==> src/rtl/round_constant_lfsr_gen.sv <==
// Keccak-p iota round-constant generator driven by the rc(t) LFSR, one round per advance.
// Generalised over lane width W and round count NR; the start seed is folded at elaboration.
module round_constant_lfsr_gen #(
    parameter int unsigned W  = 64,
    parameter int unsigned NR = 24
) (
    input  logic         clk,
    input  logic         rst,
    input  logic         start_i,
    input  logic         advance_i,
    output logic [W-1:0] round_constant_o,
    output logic [4:0]   round_idx_o,
    output logic         valid_o,
    output logic         last_round_o,
    output logic         done_o
);

    localparam int unsigned L     = $clog2(W);
    localparam int unsigned NRMAX = 12 + 2 * L;
    localparam int unsigned IR0   = NRMAX - NR;
    localparam logic [4:0]  IR0_V  = 5'(IR0);
    localparam logic [4:0]  LAST_V = 5'(NRMAX - 1);

    localparam logic [0:0] ST_IDLE = 1'b0;
    localparam logic [0:0] ST_RUN  = 1'b1;

    if (W > 64 || (32'd1 << L) != W || NR < 1 || NR > NRMAX) begin : g_param_err
        $error("round_constant_lfsr_gen: illegal W=%0d / NR=%0d", W, NR);
    end

    function automatic logic [7:0] lfsr_step(input logic [7:0] r);
        logic [8:0] s;
        s = {r, 1'b0};
        // Feedback from the shifted-out bit 8 into taps 0, 4, 5, 6.
        if (s[8]) s = s ^ 9'h071;
        return s[7:0];
    endfunction

    function automatic logic [7:0] lfsr_step7(input logic [7:0] r);
        logic [7:0] x;
        x = r;
        for (int i = 0; i < 7; i++) x = lfsr_step(x);
        return x;
    endfunction

    function automatic logic [7:0] seed_calc(input int unsigned ir0);
        logic [7:0] x;
        x = 8'h01;
        for (int unsigned t = 0; t < (7 * ir0) % 255; t++) x = lfsr_step(x);
        return x;
    endfunction

    localparam logic [7:0] SEED = seed_calc(IR0);

    logic [0:0]   r_state;
    logic [7:0]   r_lfsr;
    logic [4:0]   r_ir;
    logic         r_done;
    logic         w_valid;
    logic         w_last;
    logic [7:0]   w_chain [L+1];
    logic [W-1:0] w_rc;

    assign w_valid = (r_state == ST_RUN);
    assign w_last  = w_valid && (r_ir == LAST_V);

    // Unrolled look-ahead: w_chain[j] is the LFSR state at t = 7*ir + j.
    assign w_chain[0] = r_lfsr;
    for (genvar j = 1; j <= L; j++) begin : g_chain
        assign w_chain[j] = lfsr_step(w_chain[j-1]);
    end

    for (genvar b = 0; b < W; b++) begin : g_bit
        if (((b + 1) & b) == 0) begin : g_tap
            assign w_rc[b] = w_chain[$clog2(b + 1)][0];
        end else begin : g_zero
            assign w_rc[b] = 1'b0;
        end
    end

    always_ff @(posedge clk) begin
        if (rst) begin
            r_state <= ST_IDLE;
            r_lfsr  <= 8'h01;
            r_ir    <= 5'd0;
            r_done  <= 1'b0;
        end else begin
            r_done <= 1'b0;
            if (start_i) begin
                r_state <= ST_RUN;
                r_lfsr  <= SEED;
                r_ir    <= IR0_V;
            end else if (advance_i && w_valid) begin
                if (w_last) begin
                    r_state <= ST_IDLE;
                    r_lfsr  <= 8'h01;
                    r_ir    <= 5'd0;
                    r_done  <= 1'b1;
                end else begin
                    r_lfsr <= lfsr_step7(r_lfsr);
                    r_ir   <= r_ir + 5'd1;
                end
            end
        end
    end

    assign round_constant_o = w_valid ? w_rc : '0;
    assign round_idx_o      = w_valid ? r_ir : 5'd0;
    assign valid_o          = w_valid;
    assign last_round_o     = w_last;
    assign done_o           = r_done;

endmodule
==> config.mk <==
export PLATFORM = sky130hd
export DESIGN_NAME = round_constant_lfsr_gen
export DESIGN_NICKNAME = d
export VERILOG_FILES = /design/src/rtl/round_constant_lfsr_gen.sv
export SDC_FILE = /design/constraint.sdc
export NUM_CORES = 1
export LEC_CHECK = 0
export ABC_AREA = 1
export CORE_MARGIN = 2
export CORE_UTILIZATION = 35
export CTS_CLUSTER_DIAMETER = 80
export CTS_CLUSTER_SIZE = 28
export DETAILED_ROUTE_END_ITERATION = 7
export PLACE_DENSITY_LB_ADDON = 0.15
export SKIP_LAST_GASP = 1
export SYNTH_ARGS = -nofsm -noshare
export SYNTH_HDL_FRONTEND = slang
export SYNTH_SLANG_ARGS = --single-unit
==> constraint.sdc <==
create_clock -name clk -period 1.6 [get_ports clk]
set_clock_uncertainty 0.15 [all_clocks]
set_input_delay 0.32 -clock clk [delete_from_list [all_inputs] [get_ports clk]]
set_output_delay 0.32 -clock clk [all_outputs]
set_load 0.01 [all_outputs]
==> results of run 1 <==
[registers in the layout (all words and copies together), names as in the netlist]
| name | flops |
|---|---|
| done_o | 1 |
| r_ir | 5 |
| r_lfsr | 8 |
| valid_o | 1 |
[repair_timing]
| item | CTS | global route |
|---|---|---|
| gates resized for setup | 59 | 36 |
| pin swaps | 14 | 9 |
| setup buffers | 10 | 5 |
| setup endpoints to repair | 17 | 18 |
| cloned | 0 | 0 |
[where the power goes]
| group | total, uW | leakage, uW | internal [uW] | switching (uW) |
|---|---|---|---|---|
| clock | 323 | 0.0000228 | 177 | 146 |
| combinational | 207 | 0.000879 | 72.0 | 135 |
| sequential | 382 | 0.000127 | 375 | 7.25 |
[per-layer routing]
layer	wire length [microns]	global-route usage, %	vias up
li1	-	-	652
met2	1770	26.0	42
met4	23	2.30	0
met1	1310	17.0	561
met5	0	0	-
met3	182	3.72	2
[stage by stage]
step                      instance area, sq um  TNS [ns]
after floorplan                           1590         0
after global placement                    1620     -3.11
after detailed placement                  1620     -3.42
after CTS                                 1790    -0.724
after global routing                      1870     -1.31
final                                     1870    -0.743
[placed cells by master, fill, tap and decap left out, types with 5 or more instances in the layout]
| master | n |
|---|---|
| sky130_fd_sc_hd__a21oi_1 | 9 |
| sky130_fd_sc_hd__buf_2 | 6 |
| sky130_fd_sc_hd__buf_4 | 45 |
| sky130_fd_sc_hd__clkbuf_2 | 5 |
| sky130_fd_sc_hd__conb_1 | 57 |
| sky130_fd_sc_hd__dfxtp_1 | 6 |
| sky130_fd_sc_hd__dfxtp_2 | 5 |
| sky130_fd_sc_hd__inv_1 | 18 |
| sky130_fd_sc_hd__nand2_1 | 34 |
| sky130_fd_sc_hd__nand2_2 | 15 |
| sky130_fd_sc_hd__nand3_1 | 7 |
| sky130_fd_sc_hd__nor2_1 | 15 |
[worst paths after layout]
check | start | end | slack, ns | cells after the start
worst min-delay path | r_lfsr[4] | r_lfsr[4] | 0.34 | 2
worst min register to register | r_lfsr[4] | r_lfsr[4] | 0.34 | 2
worst max register to register | r_lfsr[6] | r_lfsr[7] | -0.16 | 13
worst max-delay path | r_lfsr[6] | round_constant_o[63] | -0.29 | 8
[logic make-up after synthesis]
kind of cell	Yosys count
AND/OR/NAND/NOR	85
AO/OA/AOI/OAI	14
buffers and inverters	84
adder cells (fa/ha/maj)	1
XOR/XNOR	8
other	1
flip-flops	15
[final cells by class]
class                           instances  area (sq um)
Inverter                               23          86.3
Sequential cell                        15           322
Timing Repair Buffer                   67           509
Tap cell                               48          60.1
Clock buffer                            4          45.0
Multi-Input combinational cell        165           851
Fill cell                             393          1840
[worst reg2reg max path, cell delays in order (launching register included)]
cell,delay (ns)
sky130_fd_sc_hd__dfxtp_4,0.41
sky130_fd_sc_hd__inv_2,0.07
sky130_fd_sc_hd__nand2_2,0.08
sky130_fd_sc_hd__nand2_2,0.07
sky130_fd_sc_hd__nand2_2,0.08
sky130_fd_sc_hd__nand2_2,0.06
sky130_fd_sc_hd__buf_4,0.13
sky130_fd_sc_hd__buf_4,0.12
sky130_fd_sc_hd__buf_4,0.12
sky130_fd_sc_hd__nand2_1,0.07
sky130_fd_sc_hd__nand2_1,0.07
sky130_fd_sc_hd__nand2_1,0.06
sky130_fd_sc_hd__nand3_1,0.07
sky130_fd_sc_hd__a21oi_1,0.11
==> impl_results.md, run 1 <==
- Status: finished with violations
- Clock-pin slew of the registers on the worst-case setup and hold paths: 0.07 ns
- Final cycle utilization of the critical path: 118%
- Max Fanout on Critical Path: 6
- Adder and majority gate portion of the synthesized area: less than 1%
- Highest achievable clock rate: roughly 530 MHz
- Share of cells above drive strength 1: roughly two fifths
- Gpl congestion: about 0.86
- Number of pins exceeding their max-slew limit in the final report: 0
- Final-stage net count: 280
- Reported leakage power: approximately 0.001 uW
- Class of the tightest hold or removal check: reg2reg
- Area growth, synth to finish: 36.3%
- Number of buffers added on ports: 18
- Number of distinct library cells after synthesis: 24
- Combinational family with the most area after synthesis: buffers and inverters
- Die Outline Area: ~4400 sq um
- Multiplexer fraction of the synthesized cell area: 0%
- Number of buffers inserted by hold repair at cts: 0
- Worst-Skew Late Latency: approximately 0.25 ns
- Post-synthesis instance total: around 210
- Cell type contributing the most total cell area after synthesis: sky130_fd_sc_hd__buf_4
- Die X-Extent: between 60 and 70 microns
- Number of failing setup endpoints in the final timing report: 4
- Number of antenna-violating nets in the routed design: 0
- Number of inserted diodes: 0
- RSZ-0062 raised after global routing: true
- Placeable core region: between 3000 and 4000 sq um
- Simple-gate area share of the yosys netlist: 25.7%
- Final std cells w/o fill: 322
- Crit end category: output pin
- Count of maximum capacitance violations: 0
- First-pass iteration count of the detailed router: 4
- Vias in the first global route: 1048
- Number of register bits inferred by synthesis: 15
- Remaining Overflow, GRT: 0
- Fraction of synthesized cell area in xor and xnor cells: 5.10%
- Total power density per cell area: slightly below 500 nW/um^2
- Worst path cell trace: xor2_2 > nand2_1 > nand2_2 > inv_2 > nand2_2 > nand2_1 > nor2_1 > buf_2
- Via-to-Cell Ratio: around 3.9
- Post-layout power: a little over 900 uW
- Post-Route Hold Slack: 0.340 ns
- GRT Resource Usage Total: between 10 and 15%
- Via count: between 1000 and 1500
- Sequential element share of the synthesized area: roughly 22%
- Buffers and inverters on the worst path: 2
- Routed Wire Length: roughly 3.3 mm
- Row count: 22
- Residual DRC count: 0
- Worst VDD drop: ~0.36 mV
- Maximum root-to-sink buffer count: 2
- Stage delay of the slowest cell on the critical path: between 0.4 and 0.5 ns
- Critical path class: reg2out
- Final worst-path setup slack: -0.292 ns
- Clock buffer count from CTS: 3
- Worst-case setup slack after placement: -0.493 ns
- Average footprint of a synthesized cell: about 6.6 sq um
- Max stage delay cell, worst path: sky130_fd_sc_hd__dfxtp_4
- Antenna violations before repair: 0
- HPWL after detailed placement: roughly 2.3 mm
- Most common cell in the synthesized netlist: sky130_fd_sc_hd__buf_4
- Share of async-settable or async-resettable flops after synthesis: 0%
- Minimum clock period after layout: approximately 1.9 ns
- Detail-routed net length per standard cell: around 10 microns
- Required time at the endpoint of the critical path: ~1.1 ns
- Clock H-tree levels: 1
- Synthesized cell area: roughly 1400 sq um
- Final-report hold violation count: 0
- Clock Root Buffer: sky130_fd_sc_hd__clkbuf_8
- Number of warnings reported in the yosys synthesis log: 0
- Ranking of synthesized cells by area: sky130_fd_sc_hd__buf_4, sky130_fd_sc_hd__dfxtp_1, sky130_fd_sc_hd__nand2_1, sky130_fd_sc_hd__inv_1, sky130_fd_sc_hd__nor2_1
- Number of DRC markers in iteration 0: between 40 and 50
- Clk sink count: 15
- Launching element type of the critical path: flip-flop
- Pin count of the biggest net entering global routing: 9
- Violations in the final reports: negative setup slack
- Most used standard cells in the synthesized netlist: sky130_fd_sc_hd__buf_4, sky130_fd_sc_hd__nand2_1, sky130_fd_sc_hd__inv_1
- Fraction of the core area covered by cells at the end of the flow: ~50%
- Worst EP arrival: 1.42 ns
- Die H: 66.7 microns
- Dominant register cell in the synthesized netlist: sky130_fd_sc_hd__dfxtp_1
- Total I/O pin count: between 70 and 80
- Placed Instances: about 300
- Portion of synthesized cell area occupied by the leading cell type: a little under a third
- Share of the synthesized area in compound gates (AO/OA/AOI/OAI): around 5.6%
- Count of flip-flops with a built-in enable after synthesis: 0
- Clock tree from TritonCTS: done
- Cell class contributing the biggest share of worst-path delay: flip-flops
- Initial standard-cell utilization of the core: 37.0%
- Global-route wire length before repair: 4.77 mm
Note: power is estimated with default switching activity, not from simulation.
==> run 2: changes to the inputs <==
--- a/config.mk
+++ b/config.mk
@@ -6,11 +6,12 @@
 export NUM_CORES = 1
 export LEC_CHECK = 0
 export ABC_AREA = 1
-export CORE_MARGIN = 2
+export CORE_MARGIN = 1
 export CORE_UTILIZATION = 35
 export CTS_CLUSTER_DIAMETER = 80
 export CTS_CLUSTER_SIZE = 28
 export DETAILED_ROUTE_END_ITERATION = 7
+export DONT_BUFFER_PORTS = 1
 export PLACE_DENSITY_LB_ADDON = 0.15
 export SKIP_LAST_GASP = 1
 export SYNTH_ARGS = -nofsm -noshare
==> impl_results.md, run 2 (synthesized netlist as in run 1, its figures left out) <==
- Status: finished with violations
- Violations in the final reports: negative setup slack
- Met2 layer wire length in the routed design: 1.59 mm (-9.8%)
- Total power density per cell area: 532 nW/um^2 (+9.2%)
- Number of DRC markers in iteration 0: 31 (-37%)
- Clk sink count: 15 (unchanged)
- Final cycle utilization of the critical path: 111% (-6.8 points)
- Clock H-tree levels: 1 (unchanged)
- Die X-Extent: 64.7 microns (-3.0%)
- Row count: 22 (unchanged)
- Post-layout power: 932 uW (+2.2%)
- Most common library cell in the layout ignoring fill and taps: sky130_fd_sc_hd__conb_1
- Number of inserted diodes: 0 (unchanged)
- Worst-case setup slack after placement: -0.0642 ns (+0.428 ns)
- Antenna violations before repair: 0 (unchanged)
- Flip-flop count of the largest register after layout: 8 (unchanged)
- Required time at the endpoint of the critical path: 1.13 ns (about the same)
- Number of pins exceeding their max-slew limit in the final report: 0 (unchanged)
- Post-placement cell area: 1370 sq um (-16%)
- First-pass iteration count of the detailed router: 4 (unchanged)
- Worst EP arrival: 1.31 ns (-0.11 ns)
- Via count: 1168 (-7.1%)
- Post-layout instance area: 1750 sq um (-6.4%)
- Initial standard-cell utilization of the core: 37.0% (unchanged)
- Clock-pin slew of the registers on the worst-case setup and hold paths: 0.08 ns (about the same)
- HPWL after detailed placement: 2.04 mm (-10%)
- Residual DRC count: 0 (unchanged)
- Die H: 64.7 microns (-3.0%)
- Fraction of the core area covered by cells at the end of the flow: 47.2% (-3.2 points)
- Highest metal used: met4
- Clock Root Buffer: sky130_fd_sc_hd__clkbuf_8
- Worst-Skew Late Latency: 0.26 ns (about the same)
- Reported leakage power: 0.000895 uW (-13%)
- Total I/O pin count: 76 (unchanged)
- DRT met1 WL: 1.24 mm (-5.1%)
- Final std cells w/o fill: 296 (-8.1%)
- Maximum root-to-sink buffer count: 2 (unchanged)
- Final-stage net count: 254 (-9.3%)
- Placeable core region: 3720 sq um (unchanged)
- Pin count of the biggest net entering global routing: 11 (+2)
- Final worst-path setup slack: -0.183 ns (+0.109 ns)
- Number of failing setup endpoints in the final timing report: 3 (-1)
- Area growth, synth to finish: 27.6%
- Remaining Overflow, GRT: 0 (unchanged)
- Clock buffer count from CTS: 3 (unchanged)
- Clock tree from TritonCTS: done
- Filler cells: 400 (+1.8%)
- RSZ-0062 raised after global routing: true
- Routed Wire Length: 2.99 mm (-8.8%)
- Gpl congestion: 0.806 (-6.8%)
- Highest achievable clock rate: 561 MHz (+6.1%)
- Detail-routed net length per standard cell: 10.1 microns (-0.81%)
- Final-report hold violation count: 0 (unchanged)
- Minimum clock period after layout: 1.78 ns (-0.109 ns)
- Highest-count cells in the layout ignoring fill and taps: sky130_fd_sc_hd__conb_1, sky130_fd_sc_hd__nand2_1, sky130_fd_sc_hd__buf_4
- Biggest registers after layout: r_lfsr (8), r_ir (5)
- Met3 wire length: 142 microns (-22%)
- Number of buffers added on ports: 0 (-18)
- Max Fanout on Critical Path: 6 (unchanged)
- GRT Resource Usage Total: 13.5% (-0.81 points)
- Worst VDD drop: 0.403 mV (+11%)
- Share of cells above drive strength 1: 36.3% (-2.4 points)
- Class of the tightest hold or removal check: in2reg
- Global-route wire length before repair: 4.33 mm (-9.2%)
- Die Outline Area: 4180 sq um (-5.9%)
- Launching element type of the critical path: flip-flop
- Crit end category: output pin
- Placed Instances: 276 (-9.2%)
- Count of maximum capacitance violations: 0 (unchanged)
- Number of antenna-violating nets in the routed design: 0 (unchanged)
- Critical path class: reg2out
- Vias in the first global route: 966 (-7.8%)
- Via-to-Cell Ratio: 3.95 (+1.1%)
- Register ranked first by flip-flop count: r_lfsr
## run 2: path summary, 6_finish.rpt
| kind | start | endpoint | slack, ns | cells after the start |
|---|---|---|---|---|
| worst max-delay path | r_lfsr[6] | round_constant_o[63] | -0.18 | 7 |
| worst min-delay path | start_i | valid_o | 0.03 | 2 |
| worst max register to register | r_lfsr[7] | r_lfsr[4] | 0.01 | 11 |
| worst min register to register | r_lfsr[4] | r_lfsr[4] | 0.36 | 2 |
## run 2: repair_timing
item,CTS,global route
gates resized for setup,35,25
setup buffers,12,6
endpoints found under the hold margin,1,0
endpoints found under the setup margin,7,13
hold buffers,1,0
pin swaps,13,10
## run 2: area by class of cell
class	instances	area [sq um]	area share [%]
Inverter	23	90.1	5.14
Clock buffer	3	41.3	2.36
Multi-Input combinational cell	165	908	51.8
Clock inverter	1	7.51	0.428
Timing Repair Buffer	41	329	18.8
Sequential cell	15	317	18.1
Tap cell	48	60.1	3.43
## run 2: worst max-delay path, stage by stage, from the launching register on
cell and delay, ns:
sky130_fd_sc_hd__dfxtp_4 0.41, sky130_fd_sc_hd__xor2_2 0.17, sky130_fd_sc_hd__nand2_1 0.08, sky130_fd_sc_hd__nand2_2 0.11
sky130_fd_sc_hd__inv_2 0.06, sky130_fd_sc_hd__nand2_4 0.06, sky130_fd_sc_hd__nand2_2 0.06, sky130_fd_sc_hd__nor2_4 0.10
## run 2: per-stage QoR
| stage | TNS, ns | hold slack (ns) |
|---|---|---|
| finish | -0.346 | 0.0291 |
| global route | -0.769 | 0.0424 |
| CTS | -0.454 | 0.0236 |
| detailed placement | -0.0784 | 0.245 |
| global placement | -0.145 | 0.245 |
| floorplan | 0 | 0.242 |
## run 2: per-layer routing
| layer | vias to the layer above | GRT usage, % |
|---|---|---|
| li1 | 597 | - |
| met1 | 528 | 16.5 |
| met2 | 41 | 23.6 |
| met3 | 2 | 3.17 |
| met4 | 0 | 3.33 |
| met5 | - | 0 |
## run 2: power by group
part	switching, uW	internal [uW]
Clock	162	175
Combinational	141	70.8
Sequential	7.33	375
Total	311	621
